<file path="src/rtl/serial_write_queue_pkg.sv">
// Shared definitions for the serial write queue: FSM state encoding and
// small helpers used to size ports and to build the last-chunk lane mask.
package serial_write_queue_pkg;

   typedef enum logic {
      ST_IDLE  = 1'b0,
      ST_SHIFT = 1'b1
   } state_t;

   // Width needed to hold a bit count in the range 0..buf_size.
   function automatic int count_width(input int buf_size);
      return $clog2(buf_size + 1);
   endfunction

   // Physical level of an undriven output line.
   function automatic logic idle_level(input bit active_low);
      return active_low;
   endfunction

   // True when a lane carries a real bit in a chunk with 'remain' bits left.
   // MSB-first packs valid bits into the top lanes, LSB-first into the bottom.
   function automatic logic lane_valid(input int lane, input int lanes,
                                       input int remain, input bit lsb_first);
      if (remain >= lanes) return 1'b1;
      if (lsb_first) return lane < remain;
      return lane >= lanes - remain;
   endfunction

endpackage

</file>
<file path="src/rtl/serial_write_queue_fifo.sv">
// Synchronous FIFO with registered full/empty flags and wrap-bit pointers.
// The head entry is presented combinationally on rd_data (show-ahead).
module sync_fifo #(
   parameter int WIDTH = 12,
   parameter int DEPTH = 4,
   localparam int AW   = $clog2(DEPTH),
   localparam int PW   = AW + 1
) (
   input  logic             clk,
   input  logic             rst_n,
   input  logic             clear,
   input  logic             wr_en,
   input  logic [WIDTH-1:0] wr_data,
   input  logic             rd_en,
   output logic [WIDTH-1:0] rd_data,
   output logic             full,
   output logic             empty
);

   logic [WIDTH-1:0] mem [DEPTH];
   logic [PW-1:0]    wr_ptr;
   logic [PW-1:0]    rd_ptr;
   logic [PW-1:0]    wr_ptr_nxt;
   logic [PW-1:0]    rd_ptr_nxt;
   logic             do_wr;
   logic             do_rd;

   assign do_wr      = wr_en && !full && !clear;
   assign do_rd      = rd_en && !empty && !clear;
   assign wr_ptr_nxt = wr_ptr + PW'(do_wr);
   assign rd_ptr_nxt = rd_ptr + PW'(do_rd);
   assign rd_data    = mem[rd_ptr[AW-1:0]];

   // Storage array written on accepted pushes.
   // NOTE: the array has no reset; the flags guard every read so stale
   // contents are never observed, and an unreset array can map onto RAM.
   always_ff @(posedge clk) begin
      if (do_wr) mem[wr_ptr[AW-1:0]] <= wr_data;
   end

   // Pointer and flag update; flags are computed from the next pointers so
   // they are registered rather than decoded after the clock edge.
   // NOTE: state uses non-blocking assignments so every register samples
   // pre-edge values regardless of statement order.
   always_ff @(posedge clk or negedge rst_n) begin
      if (!rst_n) begin
         wr_ptr <= '0;
         rd_ptr <= '0;
         full   <= 1'b0;
         empty  <= 1'b1;
      end else if (clear) begin
         wr_ptr <= '0;
         rd_ptr <= '0;
         full   <= 1'b0;
         empty  <= 1'b1;
      end else begin
         wr_ptr <= wr_ptr_nxt;
         rd_ptr <= rd_ptr_nxt;
         empty  <= (wr_ptr_nxt == rd_ptr_nxt);
         full   <= (wr_ptr_nxt[AW] != rd_ptr_nxt[AW]) &&
                   (wr_ptr_nxt[AW-1:0] == rd_ptr_nxt[AW-1:0]);
      end
   end

endmodule

</file>
<file path="src/rtl/serial_write_queue.sv">
// Queued multi-lane serial writer: words with a bit count are queued and
// shifted out LANES bits per write strobe, back-to-back across words.
module serial_write_queue
   import serial_write_queue_pkg::*;
#(
   parameter int  BUF_SIZE   = 8,
   parameter int  DEPTH      = 4,
   parameter int  LANES      = 1,
   parameter bit  LSB_FIRST  = 1'b0,
   parameter bit  ACTIVE_LOW = 1'b0,
   localparam int CW         = count_width(BUF_SIZE)
) (
   input  logic                sys_clk,
   input  logic                rst,
   input  logic                push,
   input  logic [BUF_SIZE-1:0] data_in,
   input  logic [CW-1:0]       write_count,
   input  logic                flush,
   input  logic                write_sig,
   output logic [LANES-1:0]    out_line,
   output logic                full,
   output logic                empty,
   output logic                busy,
   output logic                done_sig,
   output logic                overflow,
   output logic                underrun
);

   localparam int              EW       = BUF_SIZE + CW;
   localparam logic [LANES-1:0] IDLE_OUT = {LANES{idle_level(ACTIVE_LOW)}};

   state_t              state;
   logic [BUF_SIZE-1:0] shift_data;
   logic [CW-1:0]       remain;
   logic [CW-1:0]       count_clamped;
   logic [EW-1:0]       fifo_rdata;
   logic [BUF_SIZE-1:0] head_data;
   logic [CW-1:0]       head_count;
   logic                fifo_wr;
   logic                fifo_rd;
   logic                last_chunk;
   logic [BUF_SIZE-1:0] shift_adv;
   logic [CW-1:0]       remain_adv;

   // Physical line value for the chunk at the head of a shifter image:
   // pick the earliest LANES bits, blank lanes past the word end, then invert.
   function automatic logic [LANES-1:0] drive(input logic [BUF_SIZE-1:0] d,
                                              input logic [CW-1:0] r);
      logic [LANES-1:0] c;
      logic [LANES-1:0] m;
      c = LSB_FIRST ? d[LANES-1:0] : d[BUF_SIZE-1 -: LANES];
      for (int i = 0; i < LANES; i++) m[i] = lane_valid(i, LANES, int'(r), LSB_FIRST);
      return (c & m) ^ IDLE_OUT;
   endfunction

   assign count_clamped = (write_count > CW'(BUF_SIZE)) ? CW'(BUF_SIZE) : write_count;
   assign fifo_wr       = push && !flush && (write_count != '0);
   assign last_chunk    = (remain <= CW'(LANES));
   assign fifo_rd       = !flush && !empty &&
                          ((state == ST_IDLE) ||
                           ((state == ST_SHIFT) && write_sig && last_chunk));
   assign {head_count, head_data} = fifo_rdata;
   assign shift_adv     = LSB_FIRST ? (shift_data >> LANES) : (shift_data << LANES);
   assign remain_adv    = remain - CW'(LANES);
   assign busy          = (state == ST_SHIFT);

   sync_fifo #(
      .WIDTH (EW),
      .DEPTH (DEPTH)
   ) u_fifo (
      .clk     (sys_clk),
      .rst_n   (rst),
      .clear   (flush),
      .wr_en   (fifo_wr),
      .wr_data ({count_clamped, data_in}),
      .rd_en   (fifo_rd),
      .rd_data (fifo_rdata),
      .full    (full),
      .empty   (empty)
   );

   // Load/shift FSM; out_line is registered from the post-edge shifter image
   // so a strobe changes the line on the same edge it is sampled.
   always_ff @(posedge sys_clk or negedge rst) begin
      if (!rst) begin
         state      <= ST_IDLE;
         shift_data <= '0;
         remain     <= '0;
         out_line   <= IDLE_OUT;
         done_sig   <= 1'b0;
         overflow   <= 1'b0;
         underrun   <= 1'b0;
      end else begin
         done_sig <= 1'b0;
         overflow <= push && full && !flush;
         underrun <= write_sig && (state == ST_IDLE);
         if (flush) begin
            state      <= ST_IDLE;
            shift_data <= '0;
            remain     <= '0;
            out_line   <= IDLE_OUT;
         end else begin
            case (state)
               ST_IDLE: begin
                  out_line <= IDLE_OUT;
                  if (!empty) begin
                     shift_data <= head_data;
                     remain     <= head_count;
                     state      <= ST_SHIFT;
                  end
               end
               ST_SHIFT: begin
                  if (!write_sig) begin
                     out_line <= drive(shift_data, remain);
                  end else if (!last_chunk) begin
                     shift_data <= shift_adv;
                     remain     <= remain_adv;
                     out_line   <= drive(shift_adv, remain_adv);
                  end else begin
                     done_sig <= 1'b1;
                     if (!empty) begin
                        shift_data <= head_data;
                        remain     <= head_count;
                        out_line   <= drive(head_data, head_count);
                     end else begin
                        state      <= ST_IDLE;
                        shift_data <= '0;
                        remain     <= '0;
                        out_line   <= IDLE_OUT;
                     end
                  end
               end
               default: state <= ST_IDLE;
            endcase
         end
      end
   end

endmodule

</file>
<file path="config.mk">
export PLATFORM = sky130hd
export DESIGN_NAME = serial_write_queue
export DESIGN_NICKNAME = d
export VERILOG_FILES = /design/src/rtl/serial_write_queue_pkg.sv /design/src/rtl/serial_write_queue_fifo.sv /design/src/rtl/serial_write_queue.sv
export SDC_FILE = /design/constraint.sdc
export NUM_CORES = 1
export LEC_CHECK = 0
export ABC_AREA = 1
export CAP_MARGIN = 10
export CORE_ASPECT_RATIO = 1.2
export CORE_MARGIN = 5
export CORE_UTILIZATION = 63
export DETAILED_ROUTE_END_ITERATION = 8
export PLACE_DENSITY_LB_ADDON = 0.3
export SLEW_MARGIN = 10
export SYNTH_ARGS = -nofsm -noshare
export SYNTH_HDL_FRONTEND = slang
export SYNTH_SLANG_ARGS = --single-unit
</file>
<file path="constraint.sdc">
create_clock -name sys_clk -period 4.56 [get_ports sys_clk]
set_input_delay 1.14 -clock sys_clk [delete_from_list [all_inputs] [get_ports sys_clk]]
set_output_delay 1.14 -clock sys_clk [all_outputs]
set_load 0.1 [all_outputs]
</file>
# Word-level counts from Yosys, hierarchy flattened
# Memory sizes are Yosys's and may differ from the RTL's.
# Index checks and enable logic that the tools add are counted.
[op_classes] addsub=6 multipliers=0 div=0 magnitude_cmp=8 n_eq_ne=5 shifts=0 muxes=66 bitwise=4 reduce_logical=20
[ops] operator="2-to-1 mux 1 bit" count=49
[ops] operator="2-to-1 mux 8 bit" count=5
[ops] operator="2-to-1 mux 4 bit" count=6
[ops] operator="case mux 8 bit (2 select lines)" count=1
[ops] operator="greater-or-equal comparator 1 x 5 -> 1 bit (first input constant)" count=3
[ops] operator="subtractor 1 x 4 -> 5 bit (first input constant)" count=3
[ops] operator="logical AND 1 bit" count=14
[ops] operator="greater-or-equal comparator 4 x 1 -> 1 bit (second input constant)" count=3
[ops] operator="case mux 4 bit (2 select lines)" count=1
[ops] operator="adder 3 x 1 -> 3 bit" count=2
[ops] operator="2-to-1 mux 3 bit" count=2
[ops] operator="!= test 3 bit (second input constant)" count=2
[ops] operator="> comparator 4 bit (second input constant)" count=1
[ops] operator="less-or-equal comparator 4 x 1 -> 1 bit (second input constant)" count=1
[ops] operator="case mux 1 bit (2 select lines)" count=2
[ops] operator="nonzero test 4 bit" count=1
[ops] operator="subtractor 4 x 1 -> 4 bit (second input constant)" count=1
[ops] operator="AND 1 bit" count=3
[ops] operator="== test 3 bit" count=1
[ops] operator="logical NOT 1 bit" count=3
[ops] operator="== test 2 bit" count=1
[ops] operator="AND reduction 2 bit" count=1
[ops] operator="logical OR 1 bit" count=1
[ops] operator="!= test 1 bit" count=1
[ops] operator="inverter 1 bit" count=1
[totals] register_bits=25 latchBits=0 mem_bits_rw=48 romBits=0 inputBits=17 word_cells=121 n_memories=1
[memory_table] name="u_fifo.mem" depth=4 word_bits=12 rd=1 rd_clocked_by_memory_dff=0 wr=1 line="serial_write_queue_fifo.sv:20" source="logic [WIDTH-1:0] mem [DEPTH];"

# Depth between registers and ports, before layout
# Gate-level depths: netlist (run 1).
# An unclocked memory read counts as a cell.
[logic_depth] ltp_word=20 depth_mapped=17

# Modules after synthesis
# A second synthesis (run 1) with hierarchy kept.
[hier_totals] cells_unflattened=368 area_unflattened_um2=3717.3
[modules_own_cells] module="sync_fifo" instances=1 cells_per_inst=183 area_per_inst_um2=2250.9
[modules_own_cells] module="serial_write_queue" instances=1 cells_per_inst=185 area_per_inst_um2=1466.4

# Least setup slack after synthesis (run 1)
# OpenSTA, ideal clock, no wires.
[synth_path] path_type="input-to-reg" startpoint="input port flush" endpoint="memory u_fifo.mem[0][0] (enable)" setup_ps=396 arrival_ps=2302 required_time_ps=4164 setup_slack_ps=1862 path_stages=3 n_path_buf=0 cell_sequence="inv_1 nand4_1 nor3_1"
[synth_via] elab_chain_cells=7
[synth_lines] element="start: declaration" line="serial_write_queue.sv:18" source="input logic flush,"
[synth_lines] element="logical NOT 1 bit (*)" line="serial_write_queue_fifo.sv:28, serial_write_queue.sv:57"
[synth_lines] element="logical AND 1 bit (2 in a row)" line="serial_write_queue.sv:57" source="assign fifo_wr = push && !flush && (write_count != '0);"
[synth_lines] element="logical AND 1 bit" line="serial_write_queue_fifo.sv:28" source="assign do_wr = wr_en && !full && !clear;"
[synth_lines] element="logical AND 1 bit (*)" line="serial_write_queue_fifo.sv:28"
[synth_lines] element="2-to-1 mux 1 bit (*)" line="serial_write_queue_fifo.sv:38" source="if (do_wr) mem[wr_ptr[AW-1:0]] <= wr_data;"
[synth_lines] element="2-to-1 mux 1 bit (implied by the code) (*)" line="serial_write_queue_fifo.sv:38"
[synth_lines] element="end: declaration" line="serial_write_queue_fifo.sv:20"
# Every way passes the cells marked *; elsewhere a longest branch is shown, timed or not.

# Worst setup path after layout (run 1)
[layout_path] startpoint="register u_fifo.empty" endpoint="output port empty"
[layout_lines] element="start: declaration" line="serial_write_queue_fifo.sv:17" source="output logic empty"
[layout_lines] element="start signal: assignment" line="serial_write_queue_fifo.sv:59" source="empty <= (wr_ptr_nxt == rd_ptr_nxt);"
[layout_lines] element="end: declaration" line="serial_write_queue.sv:22" source="output logic empty,"
# No word-level cell between the ends.

==> results of run 1 <==
## state kept, by name (all words and copies together), names as in the netlist
register       flops
u_fifo.mem        48
shift_data         8
remain             4
u_fifo.rd_ptr      3
u_fifo.wr_ptr      3
busy               1
done_sig           1
out_line           1
overflow           1
u_fifo.empty       1
u_fifo.full        1
underrun           1
## Yosys cell counts (2+ instances only)
cell	n
nand2_1	84
edfxtp_1	48
inv_1	46
nor2_1	27
dfrtp_1	24
o21ai_0	22
ha_1	18
a21oi_1	13
nand3_1	13
nand2_2	8
nor3_1	6
nand3_2	5
nand4_1	5
o21ai_1	5
o22ai_1	5
buf_6	4
xnor2_1	4
a21oi_2	3
clkbuf_1	3
buf_2	2
buf_4	2
nand2_4	2
## power groups by stage
stage | registers [mW] | clock network, mW | logic (mW)
after global routing | 0.771 | 0.499 | 0.413
after CTS | 0.768 | 0.464 | 0.364
after detailed placement | 0.782 | 0 | 0.362
final | 0.768 | 0.456 | 0.361
after global placement | 0.780 | 0 | 0.349
after floorplan | 0.807 | 0 | 0.253
## layout make-up
type,count,area [sq um],area share (%)
clock buffers,11,141,3.50
well taps,64,80.1,1.98
multi-input cells,230,1270,31.4
repair buffers,28,263,6.50
clock inverters,5,37.5,0.929
flip-flops and latches,73,2070,51.2
inverters,48,183,4.52
## per-stage QoR
step / std cells / utilization [%] / hold WS [ns] / power (mW) / worst slack, ns
floorplan: 363 / - / 0.501 / 1.06 / 1.86
global placement: 443 / 68.7 / 0.516 / 1.13 / 1.31
detailed placement: 443 / 68.7 / 0.526 / 1.14 / 1.13
CTS: 459 / 71.9 / 0.541 / 1.60 / 1.28
global route: 459 / 71.8 / 0.566 / 1.68 / 1.24
finish: 459 / 71.8 / 0.541 / 1.58 / 1.30
## final timing paths
kind	slack, ns	cells after the start	to
min in group asynchronous	0.78	1	remain[3]
setup reg to reg	1.52	13	out_line
max in group asynchronous	3.40	1	shift_data[7]
hold / removal	0.54	2	overflow
setup / recovery	1.30	1	empty
hold reg to reg	0.54	2	overflow
## logic make-up after synthesis
family	synth area share, %
and+or+nand+nor	19.7
DFF	57.3
buffers and inverters	7.52
AOI/OAI and AO/OA	8.04
adders and majority gates	6.24
xor gates and xnor gates	1.21
## metal layers
metal	vias up	GRT usage (%)	share of wire [%]
met5	-	0	0
li1	1247	-	-
met3	8	6.03	6.5
met2	64	34.5	51
met1	1171	22.5	41
met4	0	9.31	1.2
==> metrics.cfg, run 1 <==
[synthesis]
synth_warnings = 0
synthTopCellsByArea = edfxtp_1, dfrtp_1, nand2_1, ha_1, inv_1
syn_nets = 398
synth_top_area_share_pct = 39.9
synth_cell_types = 36
yosysTopAreaCell = edfxtp_1
syn_area_sq_um = 3610
synth_edf_count = 48
syn_area_per_cell_sq_um = 9.94
yosysSeqAreaShare_pct = 57.3
syn_inst = 363
ys_ff_latch = 73
synth_flop_cell = edfxtp_1
synth_async_sr_flop_share_pct = 34.2

[timing]
fin_skew_ns = 0.00857
fin_crit_sh_pct = 71.5
hold_viol = 0
slew_violations = 0
post-route-min-period_ns = 3.26
setup_violations = 0
tns_ns = 0
tightest_slew_ns = 0.969
slew_headroom_pct = 35.2
rsz0062_at_grt = false
fmax_ghz = 0.307

[setup_path]
path_buf_inv = 1
slowest_delay_ns = 1.16
crit_path_end_kind = primary output
crit_path_top_delay_cell = clkdlybuf4s50_1
crit_start = u_fifo.empty
crit_path_cell_trace = clkdlybuf4s50_1
start_kind = register
crit_fanout = 6
critPathRequiredTime_ns = 3.42
critPathTopFamily = buffers and inverters
timing.rr.start = u_fifo.rd_ptr[1]
critical_path_arrival_ns = 2.12
crit_type = reg2out

[clock_tree]
cts_made_buffers = 9
cts_tree = built
cts_hold_buf = 0
clock_latency_ns = 0.34
cts-resized-gates = 0
path_clk_slew_ns = 0.08
cts-root-buf = clkbuf_8
htreeDepth = 3
cts.sink_count = 73
cts_buffer_depth = 2
cts_setup_buffers = 0

[grt]
grt_pass1_vias = 2500
track_usage_pct = 20.0
grt_start_max_net_pins = 26
antenna_found_initial = 0
overflow = 0
grt_pass1_wl_um = 11100

[floorplanning]
start_util_pct = 64.1
ios = 24
core_area_sq_um = 5630
fp.dieH_um = 92.9
die_area_sq_um = 7350
dieWidth_um = 79.1
rows = 30

[placed_design]
place_hpwl_um = 4500
io_buffers = 23
place_area_sq_um = 3870
gp_congestion = 0.844

[finish]
final_common_cell = nand2_1
final_area_sq_um = 4040
fillers = 419
antenna_cells = 0
final_nets = 425
final_cell_mix = nand2_1, edfxtp_1, inv_1
syn2layout_area_growth_pct = 12.0
drive_gt1_share_pct = 11.6

[job]
max_cap_violations = 0

[pwr]
p_sw_mw = 0.508
p_clk_share_pct = 28.8
combPwrFrac_pct = 22.8
power.leakage_nw = 1.73
p_per_area_nw_per_um2 = 392
seq_power_share_pct = 48.4
peakVddDrop_mv = 0.314
power.internal_mw = 1.08
switching_share_pct = 32.1

[detailed_routing]
routed_via_density = 5.42
ant_nets = 0
vias = 2490
totalWireLength_um = 6510
post_drt_wl_per_cell_um = 14.2
firstDrtPassIters = 4
drc = 0
first_iter_violations = 155

[status]
status = finished clean

[min_path]
hold_class = reg2reg
hold_start = u_fifo.full

No activity file was read; power rests on OpenSTA's default activity.
==> run 2, diff against run 1 <==
--- a/config.mk
+++ b/config.mk
@@ -9,7 +9,7 @@
 export CAP_MARGIN = 10
 export CORE_ASPECT_RATIO = 1.2
 export CORE_MARGIN = 5
-export CORE_UTILIZATION = 63
+export CORE_UTILIZATION = 59
 export DETAILED_ROUTE_END_ITERATION = 8
 export PLACE_DENSITY_LB_ADDON = 0.3
 export SLEW_MARGIN = 10
==> constraint.sdc (replaced) <==
create_clock -name sys_clk -period 3.4 [get_ports sys_clk]
set_input_delay 0.85 -clock sys_clk [delete_from_list [all_inputs] [get_ports sys_clk]]
set_output_delay 0.85 -clock sys_clk [all_outputs]
set_load 0.1 [all_outputs]
==> run 2 against run 1 <==
Final area rose by 2.2%. Sequential power rose by 34%. Highest routed layer unchanged. Largest cell class unchanged. Register-to-register slack got worse by 0.73 ns. Worst setup slack got worse by 0.51 ns. Global-route usage fell by 0.28 points. Clock skew barely moved. First-iteration DRC count fell by 32%.
==> metrics.cfg, run 2 (synthesis results as in run 1) <==
[clock_tree]
path_clk_slew_ns = 0.08  ; about the same
cts_tree = built  ; unchanged
cts.sink_count = 73  ; unchanged
clock_latency_ns = 0.35  ; was 0.34 ns
cts_hold_buf = 0  ; unchanged
cts_setup_buffers = 0  ; unchanged
htreeDepth = 3  ; unchanged
cts_made_buffers = 9  ; unchanged
cts-root-buf = clkbuf_8  ; unchanged
cts_buffer_depth = 2  ; unchanged
cts-resized-gates = 0  ; unchanged

[min_path]
hold_class = reg2reg  ; unchanged
worstHoldPathCells = 2  ; unchanged

[grt]
track_usage_pct = 19.7  ; was 20.0%
grt_start_max_net_pins = 26  ; unchanged
overflow = 0  ; unchanged
antenna_found_initial = 0  ; unchanged
grt_pass1_vias = 2586  ; was 2,500
grt_pass1_wl_um = 11400  ; was 11,100 um

[detailed_routing]
vias = 2512  ; was 2,490
drc = 0  ; unchanged
routed_via_density = 5.21  ; was 5.42
post_drt_wl_per_cell_um = 14.0  ; was 14.2 um
totalWireLength_um = 6730  ; was 6510 um
firstDrtPassIters = 4  ; unchanged
first_iter_violations = 106  ; was 155
ant_nets = 0  ; unchanged

[finish]
final_common_cell = nand2_1  ; unchanged
fin_util_pct = 68.7  ; was 71.8%
final_nets = 430  ; was 425
syn2layout_area_growth_pct = 14.4  ; was 12.0%
final_cell_mix = nand2_1, edfxtp_1, inv_1  ; unchanged
fillers = 461  ; was 419
largest_reg_flops = 48  ; unchanged
drive_gt1_share_pct = 14.5  ; was 11.6%
antenna_cells = 0  ; unchanged

[floorplanning]
rows = 31  ; was 30
fp.dieH_um = 95.7  ; was 92.9 um
core_area_sq_um = 6010  ; was 5630 sq um
dieWidth_um = 81.4  ; was 79.1 um
start_util_pct = 60.0  ; was 64.1%
ios = 24  ; unchanged
die_area_sq_um = 7790  ; was 7350 sq um

[setup_path]
start_kind = register  ; unchanged
crit_fanout = 18  ; was 6
worst-r2r-cell-count = 14  ; was 13
crit_type = reg2reg  ; was reg2out
critPathRequiredTime_ns = 3.64  ; was 3.42 ns
crit_path_end_kind = register  ; was primary output
critical_path_arrival_ns = 2.85  ; was 2.12 ns

[timing]
post-route-min-period_ns = 2.61
tightest_slew_ns = 0.550  ; was 0.969 ns
rsz0062_at_grt = false  ; unchanged
hold_viol = 0  ; unchanged
fin_crit_sh_pct = 76.9
tns_ns = 0  ; unchanged
slew_headroom_pct = 63.3  ; was 35.2%
slew_violations = 0  ; unchanged
fin_skew_ns = 0.00827  ; was 0.00857 ns
setup_violations = 0  ; unchanged
fmax_ghz = 0.383

[status]
status = finished clean  ; unchanged

[pwr]
p_per_area_nw_per_um2 = 545  ; was 392 nW/um^2
power.leakage_nw = 1.78  ; was 1.73 nW
peakVddDrop_mv = 0.493  ; was 0.314 mV

[placed_design]
place_hpwl_um = 4660  ; was 4500 um
gp_congestion = 0.809  ; was 0.844
io_buffers = 23  ; unchanged

[job]
max_cap_violations = 0  ; unchanged

==> run 2: changes by cell type in the layout (fill, tap and decap cells not counted), moves of 2 or more <==
cell / change
inv_6: -2
buf_4: +12
clkdlybuf4s50_1: -6
bufinv_16: +2
clkinv_4: +2
==> run 2: path summary, 6_finish.rpt <==
kind / startpoint / endpoint / slack (ns)
worst max register to register: u_fifo.rd_ptr[0] / out_line / 0.79
worst min-delay path: shift_data[2] / shift_data[2] / 0.54
worst min register to register: shift_data[2] / shift_data[2] / 0.54
worst max-delay path: u_fifo.rd_ptr[0] / out_line / 0.79
min in group asynchronous: rst / remain[3] / 0.87
max in group asynchronous: rst / u_fifo.empty / 2.24
==> run 2: layout make-up <==
type / instances / area, sq um / area share [%]
inverters: 48 / 183 / 4.42
clock buffers: 9 / 124 / 3.00
repair buffers: 33 / 288 / 6.97
flip-flops and latches: 73 / 2070 / 50.1
multi-input cells: 230 / 1270 / 30.7
clock inverters: 7 / 95.1 / 2.30
well taps: 82 / 103 / 2.48
==> run 2: report_power, final <==
group	leakage, nW	switching, mW	internal [mW]	total [mW]
Sequential	0.776	0.0348	0.994	1.03
Clock	0.109	0.318	0.412	0.730
Combinational	0.899	0.328	0.164	0.492
==> run 2: critical path: stages, from the launching register on <==
cell,delay [ns]
dfrtp_1,0.55
buf_4,0.29
nand2_1,0.09
nand3_2,0.10
nand2_4,0.08
ha_1,0.20
ha_1,0.29
nor2_1,0.14
nand3_1,0.11
inv_1,0.07
ha_1,0.23
nand4_1,0.10
nand2_1,0.07
a21oi_2,0.13
nor2_1,0.05
==> run 2: metrics by stage <==
step	hold WS [ns]	power, mW	cell area, sq um	instances	setup slack (ns)
after floorplan	0.501	1.42	3610	363	0.987
after CTS	0.543	2.27	4130	482	0.769
final	0.541	2.25	4130	482	0.787
after detailed placement	0.528	1.54	3910	466	0.531
after global routing	0.553	2.38	4130	482	0.567
after global placement	0.516	1.52	3910	466	0.636
==> run 2: metal layers <==
metal  part of all wire, %  global-route usage [%]  vias up
met5                     0                       0        -
met4                   2.0                    9.30        0
met3                   4.4                    5.29       11
met2                    52                    34.0       47
met1                    42                    22.5     1192
li1                      -                       -     1262
==> run 3, diff against run 2 <==
--- a/config.mk
+++ b/config.mk
@@ -9,7 +9,7 @@
 export CAP_MARGIN = 10
 export CORE_ASPECT_RATIO = 1.2
 export CORE_MARGIN = 5
-export CORE_UTILIZATION = 59
+export CORE_UTILIZATION = 53
 export DETAILED_ROUTE_END_ITERATION = 8
 export PLACE_DENSITY_LB_ADDON = 0.3
 export SLEW_MARGIN = 10
==> constraint.sdc (replaced) <==
create_clock -name sys_clk -period 2.2 [get_ports sys_clk]
set_input_delay 0.55 -clock sys_clk [delete_from_list [all_inputs] [get_ports sys_clk]]
set_output_delay 0.55 -clock sys_clk [all_outputs]
set_load 0.1 [all_outputs]
==> run 3 against run 2 <==
The run now ends with setup timing left. Die area is 10% higher. Power increased by 70%. Fmax rose by 19%. Cell count up 8.3%. Combinational power up 140%. Global-route usage shrank 0.78 points. First-iteration DRC count increased by 16%. Clock-buffer cell count unchanged. Clock power grew 41%.
==> metrics.cfg, run 3 (synthesis results as in run 1) <==
[timing]
worst_slack_ns = -0.00462  ; was 0.787 ns
setup_violations = 1  ; was 0
fin_skew_ns = 0.00635  ; was 0.00827 ns
post-route-min-period_ns = 2.20  ; was 2.61 ns
tns_ns = -0.00462  ; was 0 ns
fmax_ghz = 0.454  ; was 0.383 GHz
fin_crit_sh_pct = 100  ; was 76.9%
slew_violations = 0  ; unchanged
tightest_slew_ns = 0.456  ; was 0.550 ns
rsz0062_at_grt = true  ; was false
hold_viol = 0  ; unchanged
slew_headroom_pct = 69.5  ; was 63.3%

[setup_path]
crit_start = remain[1]  ; was u_fifo.rd_ptr[0]
worst-r2r-cell-count = 14  ; unchanged
critPathRequiredTime_ns = 2.44  ; was 3.64 ns
rrSetupSlack_ns = -0.005  ; was 0.79 ns
crit_fanout = 5  ; was 18
crit_path_end_kind = register  ; unchanged
start_kind = register  ; unchanged
critical_path_arrival_ns = 2.45  ; was 2.85 ns
rr_endpoint = out_line  ; unchanged
timing.rr.start = remain[1]  ; was u_fifo.rd_ptr[0]
crit_type = reg2reg  ; unchanged

[finish]
multiInputGateArea_sq_um = 1480  ; was 1270 sq um
antenna_cells = 0  ; unchanged
final_nets = 465  ; was 430
final_common_cell = nand2_1  ; unchanged
syn2layout_area_growth_pct = 27.9  ; was 14.4%
largest_reg_flops = 48  ; unchanged
regArea_sq_um = 2070  ; about the same
final_cell_mix = nand2_1, buf_4, edfxtp_1  ; was nand2_1, edfxtp_1, inv_1
fin_util_pct = 68.6  ; was 68.7%
drive_gt1_share_pct = 27.8  ; was 14.5%
fillers = 504  ; was 461

[detailed_routing]
post_drt_wl_per_cell_um = 14.4  ; was 14.0 um
firstDrtPassIters = 4  ; unchanged
drc = 0  ; unchanged
ant_nets = 0  ; unchanged
totalWireLength_um = 7530  ; was 6730 um
first_iter_violations = 123  ; was 106
vias = 2661  ; was 2,512
routed_via_density = 5.10  ; was 5.21

[grt]
globalRouteMet1Util_pct = 21.1  ; was 22.5%
grt_pass1_vias = 2798  ; was 2,586
grt_use_met2_pct = 35.1  ; was 34.0%
track_usage_pct = 18.9  ; was 19.7%
antenna_found_initial = 0  ; unchanged
grt_start_max_net_pins = 26  ; unchanged
gr-usage-met3_pct = 3.61  ; was 5.29%
grt_busiest_layer = met2  ; unchanged
overflow = 0  ; unchanged
grt_pass1_wl_um = 12700  ; was 11,400 um

[clock_tree]
path_clk_slew_ns = 0.08  ; about the same
cts_buffer_depth = 2  ; unchanged
htreeDepth = 3  ; unchanged
cts_hold_buf = 0  ; unchanged
cts.sink_count = 73  ; unchanged
cts-root-buf = clkbuf_8  ; unchanged
clock_latency_ns = 0.35  ; about the same
cts_tree = built  ; unchanged
cts_made_buffers = 9  ; unchanged

[floorplanning]
start_util_pct = 53.6  ; was 60.0%
core_area_sq_um = 6730  ; was 6010 sq um
ios = 24  ; unchanged
fp.dieH_um = 100  ; was 95.7 um
rows = 33  ; was 31
dieWidth_um = 85.3  ; was 81.4 um
die_area_sq_um = 8570  ; was 7790 sq um

[status]
status = complete, but fails checks  ; was finished clean
failed_checks = setup timing

[job]
max_cap_violations = 0  ; unchanged

[min_path]
hold_start = shift_data[3]  ; was shift_data[2]
worstHoldPathCells = 2  ; unchanged
hold_end = shift_data[3]  ; was shift_data[2]
hold_class = reg2reg  ; unchanged

[placed_design]
place_hpwl_um = 5070  ; was 4660 um
gp_congestion = 0.801  ; was 0.809
dp_slack_ns = -0.263  ; was 0.531 ns
io_buffers = 23  ; unchanged

[pwr]
power.leakage_nw = 1.96  ; was 1.78 nW
p_per_area_nw_per_um2 = 828  ; was 545 nW/um^2
peakVddDrop_mv = 0.755  ; was 0.493 mV

run 3: cell types whose count changed in the layout (fill, tap and decap cells not counted), moves of 4 or more:
cell / before / now
inv_1: 46 / 41
buf_4: 17 / 48
nand2_1: 84 / 79
ha_4: 0 / 8
inv_2: 1 / 5
ha_1: 18 / 8
run 3: worst max-delay path by stage:
stage | endpoint
floorplan | u_fifo.mem[0][0]
global placement | u_fifo.empty
detailed placement | u_fifo.empty
CTS | out_line
global route | out_line
finish | out_line
run 3: metal layers:
layer | wire length [um] | share of wire (%) | vias to the layer above
met5 | 0 | 0 | -
met4 | 165 | 2.2 | 0
met3 | 290 | 3.9 | 14
met2 | 4110 | 55 | 54
met1 | 2960 | 39 | 1265
li1 | - | - | 1328
run 3: timing repair:
| action | 4_1_cts | 5_1_grt |
|---|---|---|
| gates cloned | 0 | 0 |
| buffers inserted | 7 | 3 |
| pin swaps | 16 | 13 |
| resized for setup | 12 | 17 |
| setup endpoints to repair | 2 | 3 |
run 3: critical path, stage by stage, from the launching register on:
cell,delay (ns)
dfrtp_1,0.42
inv_4,0.11
ha_2,0.21
nand2_4,0.07
xor2_4,0.16
buf_4,0.15
buf_4,0.12
and3_1,0.17
ha_4,0.16
nor3b_1,0.18
nand4_1,0.11
nand2_1,0.09
a21oi_2,0.05
nand2_1,0.06
nor2_1,0.04
run 3: power breakdown:
part	internal (mW)	leakage (nW)	switching [mW]
logic	0.536	1.10	0.664
clock network	0.521	0.0893	0.505
registers	1.54	0.773	0.0610
total	2.59	1.96	1.23
run 3: final cells by class:
cell class                      count  area share (%)
Multi-Input combinational cell    230            32.0
Tap cell                           87            2.36
Sequential cell                    73            44.9
Timing Repair Buffer               68            12.6
Inverter                           48            4.01
Clock inverter                      7            1.52
Clock buffer                        9            2.68
run 3: through the flow:
step                hold WS (ns)  instance area [sq um]  power [mW]  instances
global route               0.589                   4620        4.03        522
finish                     0.544                   4620        3.82        522
floorplan                  0.254                   3680        2.25        363
CTS                        0.545                   4530        3.72        519
detailed placement         0.526                   4200        2.57        496
global placement           0.515                   4200        2.53        496
